==> config.mk <==
export PLATFORM = sky130hd
export DESIGN_NAME = id_scoreboard
export DESIGN_NICKNAME = d
export VERILOG_FILES = /design/src/rtl/id_scoreboard_pkg.sv /design/src/rtl/id_scoreboard_entry.sv /design/src/rtl/id_scoreboard.sv
export SDC_FILE = /design/constraint.sdc
export NUM_CORES = 1
export LEC_CHECK = 0
export CORE_MARGIN = 4
export CORE_UTILIZATION = 25
export CTS_BUF_LIST = sky130_fd_sc_hd__clkbuf_4 sky130_fd_sc_hd__clkbuf_8
export DETAILED_ROUTE_END_ITERATION = 12
export PLACE_DENSITY = 0.4
export SYNTH_ARGS = -nofsm -noshare
export SYNTH_HDL_FRONTEND = slang
export SYNTH_SLANG_ARGS = --single-unit
==> constraint.sdc <==
create_clock -name clk -period 4.7 [get_ports clk]
set_input_delay 1.175 -clock clk [delete_from_list [all_inputs] [get_ports clk]]
set_output_delay 1.175 -clock clk [all_outputs]
set_load 0.1 [all_outputs]
==> src/rtl/id_scoreboard_pkg.sv <==
// Shared definitions for the ID-stage register scoreboard: default sizes,
// producer latency encodings and the hardwired-zero register address.
package id_scoreboard_pkg;

  // Default geometry of the register file and scoreboard
  localparam int unsigned NREG_DEF   = 32;
  localparam int unsigned AW_DEF     = 5;
  localparam int unsigned LAT_W_DEF  = 3;
  localparam int unsigned NUM_RD_DEF = 2;

  // Producer latency encodings: cycles after issue before the result is forwardable
  localparam logic [2:0] LAT_ALU  = 3'd0;
  localparam logic [2:0] LAT_LOAD = 3'd1;
  localparam logic [2:0] LAT_MUL  = 3'd3;

  // Register 0 reads as zero, is never tracked and never hazards
  localparam logic [4:0] REG_ZERO = 5'd0;

endpackage

==> src/rtl/id_scoreboard_entry.sv <==
// One scoreboard entry: pending flag plus latency countdown for a single
// architectural register. Set beats clear, clear beats decrement.
module sb_entry
  import id_scoreboard_pkg::*;
#(
  parameter int unsigned LAT_W = LAT_W_DEF
) (
  input  logic             clk,
  input  logic             reset,     // asynchronous, active-low
  input  logic             set_en,    // an issuing instruction writes this register
  input  logic [LAT_W-1:0] set_lat,   // latency of that producer
  input  logic             clr_en,    // writeback retires this register
  input  logic             dec_en,    // count one cycle of producer progress
  output logic             pending,
  output logic [LAT_W-1:0] cnt
);

  logic             pending_r;
  logic [LAT_W-1:0] cnt_r;

  // Entry state update: issue wins over a same-cycle writeback and decrement
  always_ff @(posedge clk or negedge reset) begin
    if (!reset) begin
      pending_r <= 1'b0;
      cnt_r     <= '0;
    end else if (set_en) begin
      pending_r <= 1'b1;
      cnt_r     <= set_lat;
    end else if (clr_en) begin
      pending_r <= 1'b0;
      cnt_r     <= '0;
    end else if (dec_en && (cnt_r != '0)) begin
      pending_r <= pending_r;
      cnt_r     <= cnt_r - {{(LAT_W-1){1'b0}}, 1'b1};
    end else begin
      pending_r <= pending_r;
      cnt_r     <= cnt_r;
    end
  end

  assign pending = pending_r;
  assign cnt     = cnt_r;

endmodule

==> src/rtl/id_scoreboard.sv <==
// ID-stage scoreboard: tracks in-flight register writes with per-register
// latency countdowns, raises a stall request on RAW/WAW hazards, produces the
// issue strobe and selects forwarding for operands whose producer is ready.
// All outputs are combinational from the current state and ID inputs.
module id_scoreboard
  import id_scoreboard_pkg::*;
#(
  parameter int unsigned NREG   = NREG_DEF,
  parameter int unsigned AW     = AW_DEF,
  parameter int unsigned LAT_W  = LAT_W_DEF,
  parameter int unsigned NUM_RD = NUM_RD_DEF
) (
  input  logic                 clk,
  input  logic                 reset,        // asynchronous, active-low
  input  logic                 id_valid,
  input  logic [NUM_RD*AW-1:0] id_rs_addr,
  input  logic [NUM_RD-1:0]    id_rs_used,
  input  logic [AW-1:0]        id_dst_addr,
  input  logic                 id_gpr_we_,   // active-low destination write enable
  input  logic [LAT_W-1:0]     id_lat,
  input  logic                 stall,
  input  logic                 flush,
  input  logic                 wb_valid,
  input  logic [AW-1:0]        wb_addr,
  output logic                 issue,
  output logic                 ld_hazard,
  output logic [NUM_RD-1:0]    fwd_sel,
  output logic                 sb_idle
);

  localparam logic [AW-1:0] ZERO_ADDR = AW'(REG_ZERO);

  // Full-width views of the scoreboard; slot 0 is a constant idle entry so
  // lookups by address need no special case for register 0.
  logic [NREG-1:0]  pend_s;
  logic [LAT_W-1:0] cnt_s [NREG];
  logic [AW-1:0]    rs_a_s [NUM_RD];

  logic [NUM_RD-1:0] rs_busy_s;
  logic [NUM_RD-1:0] fwd_s;
  logic              dst_busy_s;
  logic              hazard_s;
  logic              issue_s;
  logic              dst_we_s;

  assign pend_s[0] = 1'b0;
  assign cnt_s[0]  = '0;
  assign dst_we_s  = !id_gpr_we_ && (id_dst_addr != ZERO_ADDR);

  genvar gk;
  generate
    for (gk = 0; gk < NUM_RD; gk++) begin : g_rs
      assign rs_a_s[gk] = id_rs_addr[gk*AW +: AW];
    end
  endgenerate

  genvar gr;
  generate
    for (gr = 1; gr < NREG; gr++) begin : g_entry
      logic set_s;
      logic clr_s;
      logic dec_s;

      assign set_s = issue_s && dst_we_s && (id_dst_addr == AW'(gr));
      assign clr_s = wb_valid && (wb_addr == AW'(gr));
      assign dec_s = pend_s[gr] && (cnt_s[gr] != '0);

      sb_entry #(
        .LAT_W (LAT_W)
      ) u_entry (
        .clk     (clk),
        .reset   (reset),
        .set_en  (set_s),
        .set_lat (id_lat),
        .clr_en  (clr_s),
        .dec_en  (dec_s),
        .pending (pend_s[gr]),
        .cnt     (cnt_s[gr])
      );
    end
  endgenerate

  // Per-operand hazard and forward select: pending with count left stalls,
  // pending with count exhausted takes the forwarding network
  always_comb begin
    rs_busy_s = '0;
    fwd_s     = '0;
    for (int k = 0; k < NUM_RD; k++) begin
      if (id_rs_used[k] && (rs_a_s[k] != ZERO_ADDR) && pend_s[rs_a_s[k]]) begin
        if (cnt_s[rs_a_s[k]] != '0) begin
          rs_busy_s[k] = 1'b1;
          fwd_s[k]     = 1'b0;
        end else begin
          rs_busy_s[k] = 1'b0;
          fwd_s[k]     = 1'b1;
        end
      end else begin
        rs_busy_s[k] = 1'b0;
        fwd_s[k]     = 1'b0;
      end
    end
  end

  // WAW guard: a younger write must not overtake an older in-flight one
  always_comb begin
    dst_busy_s = 1'b0;
    if (dst_we_s && pend_s[id_dst_addr] && (cnt_s[id_dst_addr] != '0)) begin
      dst_busy_s = 1'b1;
    end else begin
      dst_busy_s = 1'b0;
    end
  end

  // Stall request and issue strobe; stall and flush only hold the instruction
  always_comb begin
    hazard_s = id_valid && ((|rs_busy_s) || dst_busy_s);
    issue_s  = id_valid && !hazard_s && !stall && !flush;
  end

  assign ld_hazard = hazard_s;
  assign issue     = issue_s;
  assign fwd_sel   = fwd_s;
  assign sb_idle   = ~|pend_s;

endmodule

# Yosys cells after proc, flatten, opt, wreduce, memory -nomap -nowiden
# Cells that the tools add are included.
# op_classes
eq_ne,62
muxes,179
add_sub_neg,31
reduce_logical,243
n_bitwise,3
magnitude_cmp,6
# ops
op,n
$mux W3,99
$reduce_bool A3 Y1,65
$eq A5 B5 Y1 const B,32
$logic_and A1 B1 Y1,136
$sub A3 B1 Y3 const B,31
$eq A5 B4 Y1 const B,16
$mux W1,74
$reduce_bool A2 Y1,31
$bmux W3 S5,3
$eq A5 B3 Y1 const B,8
$reduce_or A31 Y1,1
$eq A5 B2 Y1 const B,4
$ge A6 B6 Y1 const B,3
$lt A5 B6 Y1 const B,3
$not A5 Y6,3
$bmux W1 S5,3
$reduce_bool A5 Y1,3
$eq A5 B1 Y1 const B,2
$logic_not A1 Y1,5
$reduce_or A2 Y1,1
$logic_or A1 B1 Y1,1
# word_totals
out_inout_bits,5
elab_cells,586
register_bits,124
input_bits,32

# Longest topological paths before layout
# depth
word_depth,17
ltp_mapped,12
ltp_nobuf,8

# Hierarchy
# From an unflattened synthesis, not the netlist that was laid out.
# hier_totals
hier_cells,1175
area_unflattened_um2,11451.0
# modules_own_cells
mod,cells_per_inst,seq_area_each_um2,instances,area_each_um2
sb_entry,25,100.1,31,271.5
id_scoreboard,400,0.0,1,3034.2

# Worst setup path after synthesis
# No wires, ideal clock.
# synth_path
path_kind,input-to-output
startpoint,input id_rs_addr[5]
endpoint,output ld_hazard
path_slack_ns,-1.020
t_arrival_ns,4.545
n_path_buf,4
t_required_ns,3.525
stages,10
cell_sequence,buf_2 > buf_2 > buf_2 > nor3_1 > a211o_1 > a22oi_1 > a2bb2oi_1 > nand3b_1 > buf_2 > a31oi_1
# synth_via
elab_chain_cells,10
word_cells_on_any_way,15
classes_between,7 x mux; 1 x bitwise; 7 x reduce/logical
# synth_rtl
element,line_no,text
start: declaration,id_scoreboard.sv:16,"input logic [NUM_RD*AW-1:0] id_rs_addr,"
$not A5 Y6 (not written as such),id_scoreboard.sv:90,if (cnt_s[rs_a_s[k]] != '0) begin
$bmux W3 S5,id_scoreboard.sv:90,
$mux W3 (not written as such) (2 in series),id_scoreboard.sv:90,
$reduce_bool A3 Y1,id_scoreboard.sv:90,
$mux W1,id_scoreboard.sv:90,
$mux W1 *,id_scoreboard.sv:89,if (id_rs_used[k] && (rs_a_s[k] != ZERO_ADDR) && pend_s[rs_a_s[k]]) begin
$reduce_or A2 Y1 *,id_scoreboard.sv:116,hazard_s = id_valid && ((|rs_busy_s) || dst_busy_s);
$logic_or A1 B1 Y1 *,id_scoreboard.sv:116,
$logic_and A1 B1 Y1 *,id_scoreboard.sv:116,
end: declaration,id_scoreboard.sv:26,"output logic ld_hazard,"
# Mark *: on every way between the ends. The rest lies on a longest branch, timed or not. The select of a mux whose other input is x is not followed.

# Final worst setup path
# layout_path
startpoint,input id_dst_addr[1]
endpoint,output issue
# layout_via
elab_chain_cells,13
word_cells_on_any_way,18
classes_between,6 x mux; 1 x bitwise; 11 x reduce/logical
# layout_rtl
element,line_no,text
start: declaration,id_scoreboard.sv:18,"input logic [AW-1:0] id_dst_addr,"
$not A5 Y6 (not written as such),id_scoreboard.sv:107,if (dst_we_s && pend_s[id_dst_addr] && (cnt_s[id_dst_addr] != '0)) begin
$bmux W3 S5,id_scoreboard.sv:107,
$mux W3 (not written as such) (2 in series),id_scoreboard.sv:107,
$reduce_bool A3 Y1,id_scoreboard.sv:107,
$logic_and A1 B1 Y1 *,id_scoreboard.sv:107,
$mux W1 *,id_scoreboard.sv:107,
$logic_or A1 B1 Y1 *,id_scoreboard.sv:116,
$logic_and A1 B1 Y1 *,id_scoreboard.sv:116,
$logic_not A1 Y1 *,id_scoreboard.sv:117,issue_s = id_valid && !hazard_s && !stall && !flush;
$logic_and A1 B1 Y1 * (3 in series),id_scoreboard.sv:117,
end: declaration,id_scoreboard.sv:25,"output logic issue,"
# Marks and branches as above.

==> results.md <==
Layout:
- The ratio of cells with drive above 1 in the final layout is between 20% and 30%.
- In the layout the commonest cells are sky130_fd_sc_hd__nor2_1 (198), sky130_fd_sc_hd__dfrtp_1 (124), sky130_fd_sc_hd__inv_1 (102).
- The area growth from synthesis to layout is 22.9%.
- 0 antenna diodes ended up in the layout.
- The library cell used most frequently in the layout, excluding fill and tap cells, is sky130_fd_sc_hd__nor2_1.
- After filler insertion, the fill cell instance count of the layout stands at between 4000 and 5000.
- The final core area utilization is 31.3%.
- The count of placed standard cells in the final layout, fillers left out is between 1500 and 2000.
- The multi-input combinational cells in the finished layout cover a total of about 6600 um2.
- At the end of the flow, the number of nets in the layout was roughly 1400.
- The sequential cells in the finished layout cover a total of 3100 um2.

GRT:
- The number of antenna violations at the first check in global routing is 0.
- The all-layer global routing usage is 18.3%.
- The first-pass GRT wire length is between 60 and 70 mm.
- The fraction of met3 tracks used by global routing is under 10%.
- The global route total overflow is 0.
- For met2 alone, demand over resource in global routing was about 30%.
- The met1 usage in global routing is 23.7%.
- The maximum number of pins on one net before global-route repair is 75.
- The via count of the first global-routing pass came to about 9600.
- In this run the most used layer during global routing was met2.

Power and ir drop:
- Of the total power, the clock network draws 17.8%.
- The internal power of the cells totals around 3.2 mW.
- The net switching power of the design is roughly 2.5 mW.
- The sequential power share is 37.1%.
- The standby leakage power is between 5 and 6 nW.
- Net switching is between 40 and 50% of the power.
- The part of the total power dissipated in combinational logic is 45.1%.
- The peak supply drop is 0.168 mV.
- The power per standard cell area is roughly 460 nW/um2.

Route:
- The first-pass detailed-route iteration total is 5.
- The first routing iteration left between 500 and 600 violations.
- For this run, design rule violations remaining after detail routing come to 0.
- The total wire length is 40.2 mm.
- The detailed-route vias per instance is a little over 5.
- After detailed routing, the average wire length per cell comes to 21.7 um.
- The count of vias placed by the detailed router is roughly 9600.
- The antenna violation net count after detailed routing is 0.

Clocking:
- Clock tree synthesis selected as its root buffer the cell sky130_fd_sc_hd__clkbuf_8.
- The number of clock sinks is 124.
- TritonCTS built the clock tree.
- The clock reaches the later pin of the worst-skew pair after 480 ps.
- The clock-pin slew reported for the worst setup and hold paths after clock tree synthesis is roughly 80 ps.
- The maximum count of clock buffers along a single path is 2.
- TritonCTS created 17 clock buffers.
- The H-tree was split into 4 levels.
- The number of hold buffers added after CTS is 0.

Floorplan:
- The floorplan die height is between 200 and 250 um.
- The overall die area is ~44000 um2.
- The width of the chip is about 210 um.
- The region available for standard cell placement spans roughly 40000 um2.
- In this run the count of I/O pins placed on the die edge is 37.
- The floorplan has 73 rows.
- The initial utilization of the core area, before any placement, comes to between 20% and 30%.

STA:
- Hold timing on the final database bottoms out at a slack of approximately 670 ps.
- The max-slew headroom at the worst pin is a little over a quarter.
- The worst clock skew on the final layout is about 16 ps.
- The final number of max-transition violations is 0.
- Setup repair after global routing could not meet its margin everywhere.
- The total setup violations reported at the end of the flow is 0.
- For this run, the top clock speed supported by timing is 215 MHz.
- For the pin with the worst max-slew slack, the measured transition is around 1100 ps.
- The post-route clock period utilization is roughly 99%.
- The final critical-path required period is ~4700 ps.
- The count of final hold-check violations was 0.

Yosys:
- The synthesized area per cell is about 8.4 um2.
- When the netlist entered floorplanning its net count stood at about 1300.
- In this run, synthesis produced a sequential element count of between 100 and 150.
- The cell count after synthesis is between 1000 and 1500.
- After synthesis, the share of flip-flops with an asynchronous set or reset is 100%.
- The portion of the post-synthesis area used by sequential elements is a little under a third.
- The synthesized netlist occupies a cell area of roughly 10000 um2.
- The flip-flop cell with the highest count after synthesis is sky130_fd_sc_hd__dfrtp_1.
- Counting flops with a built-in enable in the synthesized netlist gives 0.
- The warning count from the yosys run is 0.
- The netlist uses 62 different library cells.

Setup path:
- In this run the register-to-register setup slack is around 1600 ps.
- STA puts the critical path data required time at approximately 3500 ps.
- The startpoint-to-endpoint class of the critical path is input pin to output pin.
- The arrival time of the worst setup path is around 3500 ps.
- The most critical setup path has its startpoint at id_dst_addr[1].
- In this run the critical register-to-register path is launched from g_entry[27].u_entry.cnt[2]$_DFFE_PN0P_.
- STA classifies the critical path endpoint as an output pin.
- The endpoint identified for the worst register-to-register timing path is g_entry[27].u_entry.cnt[2]$_DFFE_PN0P_.
- The type of element launching the critical path is an input pin.
- The maximum fanout count along the critical path is 14.
- The depth of the worst register-to-register path is 9.
- The end point of the critical path is issue.

Hold path:
- The worst hold path belongs to the class flip-flop to flip-flop.
- The number of cells on the worst hold path is 2.

Placed design:
- The half-perimeter wire length after placement is 30.3 mm.
- The final estimated routing congestion in global placement is about 0.94.
- Buffers placed on the I/O ports in this run total 36.
- Including well taps, the total number of placed cells is roughly 1800.

Flow run:
- The count of max-cap constraint violations is 0.

Outcome:
- The run finished with clean final reports.
synth_stat cells, types with 2 or more instances:
library cell,count,area share (%)
sky130_fd_sc_hd__nor2_1,200,7.4
sky130_fd_sc_hd__a22o_1,6,0.52
sky130_fd_sc_hd__mux2_2,95,10
sky130_fd_sc_hd__o211ai_1,3,0.22
sky130_fd_sc_hd__o41ai_1,3,0.26
sky130_fd_sc_hd__a2111oi_0,4,0.34
sky130_fd_sc_hd__or3_1,4,0.25
sky130_fd_sc_hd__nand4_1,39,2.4
sky130_fd_sc_hd__o311ai_0,6,0.52
sky130_fd_sc_hd__dfrtp_1,124,30
sky130_fd_sc_hd__nand3_1,8,0.39
sky130_fd_sc_hd__and3_1,2,0.12
sky130_fd_sc_hd__mux4_2,25,5.5
sky130_fd_sc_hd__ha_1,62,7.6
sky130_fd_sc_hd__inv_1,103,3.8
sky130_fd_sc_hd__and2_1,2,0.12
sky130_fd_sc_hd__xnor2_1,31,2.7
sky130_fd_sc_hd__a21oi_1,73,3.6
sky130_fd_sc_hd__o21ai_0,71,3.5
sky130_fd_sc_hd__nor3b_1,2,0.15
sky130_fd_sc_hd__or2_2,5,0.31
sky130_fd_sc_hd__nor2b_1,14,0.86
sky130_fd_sc_hd__mux2_1,2,0.22
sky130_fd_sc_hd__clkbuf_1,29,1.1
sky130_fd_sc_hd__o31ai_1,2,0.15
sky130_fd_sc_hd__nor4_1,22,1.3
sky130_fd_sc_hd__a32oi_1,3,0.26
sky130_fd_sc_hd__a22oi_1,10,0.74
sky130_fd_sc_hd__nor4b_1,11,0.94
sky130_fd_sc_hd__buf_2,19,0.93
sky130_fd_sc_hd__or4_1,3,0.22
sky130_fd_sc_hd__a31oi_1,7,0.43
sky130_fd_sc_hd__buf_4,3,0.22
sky130_fd_sc_hd__o22ai_1,6,0.37
sky130_fd_sc_hd__nor3_1,70,3.4
sky130_fd_sc_hd__nand2_1,79,2.9
sky130_fd_sc_hd__o32ai_1,2,0.17
sky130_fd_sc_hd__a211oi_1,4,0.29
sky130_fd_sc_hd__o21bai_1,3,0.22
sky130_fd_sc_hd__buf_1,3,0.11
sky130_fd_sc_hd__nand2b_1,9,0.55
sky130_fd_sc_hd__a311oi_1,4,0.34
sky130_fd_sc_hd__a221oi_1,4,0.34
sky130_fd_sc_hd__mux2i_1,17,1.7
per-layer routing:
metal	share of wire, %	vias up
met3	4.2	82
li1	-	4555
met1	45	4691
met5	0	-
met4	4.5	0
met2	47	230
cells by family after synthesis:
group / after synthesis / synth area share [%]
muxes: 139 / 17.9
AOI/OAI and AO/OA: 222 / 13.2
DFF: 124 / 30.4
adders and majority gates: 62 / 7.60
xor gates and xnor gates: 31 / 2.66
and+or+nand+nor: 477 / 22.1
buffers and inverters: 157 / 6.12
power groups by stage:
| stage | logic [mW] | registers [mW] | clock network, mW |
|---|---|---|---|
| detailed placement | 2.54 | 2.14 | 0 |
| global placement | 2.50 | 2.15 | 0 |
| finish | 2.59 | 2.13 | 1.02 |
| floorplan | 1.90 | 1.84 | 0 |
| global route | 2.94 | 2.20 | 1.11 |
| CTS | 2.59 | 2.12 | 1.06 |
flip-flops by register name (all words and copies together) (netlist names):
signal and count:
g_entry.u_entry.cnt 93, g_entry.u_entry.pending 31
timing repair:
action / CTS / global route
endpoints found under the setup margin: 3 / 4
gates resized for setup: 24 / 20
pin swaps: 5 / 8
cloned: 3 / 0
setup buffers: 2 / 0
final cells by class:
class,instances,area share (%)
multi-input cells,931,52.9
flip-flops and latches,124,24.8
repair buffers,139,10.7
well taps,525,5.24
inverters,103,3.11
clock buffers,22,2.42
clock inverters,10,0.898
how the worst min path moves through the flow:
stage / from / endpoint
final: g_entry[12].u_entry.pending$_DFFE_PN0P_ / g_entry[12].u_entry.pending$_DFFE_PN0P_
after global routing: g_entry[21].u_entry.pending$_DFFE_PN0P_ / g_entry[21].u_entry.pending$_DFFE_PN0P_
after CTS: g_entry[21].u_entry.pending$_DFFE_PN0P_ / g_entry[21].u_entry.pending$_DFFE_PN0P_
after detailed placement: g_entry[5].u_entry.cnt[1]$_DFFE_PN0P_ / g_entry[5].u_entry.cnt[1]$_DFFE_PN0P_
after global placement: g_entry[21].u_entry.pending$_DFFE_PN0P_ / g_entry[21].u_entry.pending$_DFFE_PN0P_
after floorplan: g_entry[14].u_entry.pending$_DFFE_PN0P_ / g_entry[14].u_entry.pending$_DFFE_PN0P_
through the flow:
stage                     power (mW)  setup WS, ps  instance area [um2]  setup TNS, ps
final                           5.75          38.1                12500              0
after detailed placement        4.68          -313                11900           -624
after global placement          4.65          -350                11900           -679
after floorplan                 3.74          -393                10200           -595
after CTS                       5.78          21.2                12500              0
after global routing            6.24         -1.42                12500          -1.42
critical path: stages:
cell                            delay [ps]
sky130_fd_sc_hd__dlygate4sd2_1         400
sky130_fd_sc_hd__buf_4                 270
sky130_fd_sc_hd__mux4_2                300
sky130_fd_sc_hd__mux4_2                490
sky130_fd_sc_hd__and3_1                210
sky130_fd_sc_hd__o21ai_2               170
sky130_fd_sc_hd__and4b_2               290
sky130_fd_sc_hd__buf_12                180
(Power assumes the default switching activity.)
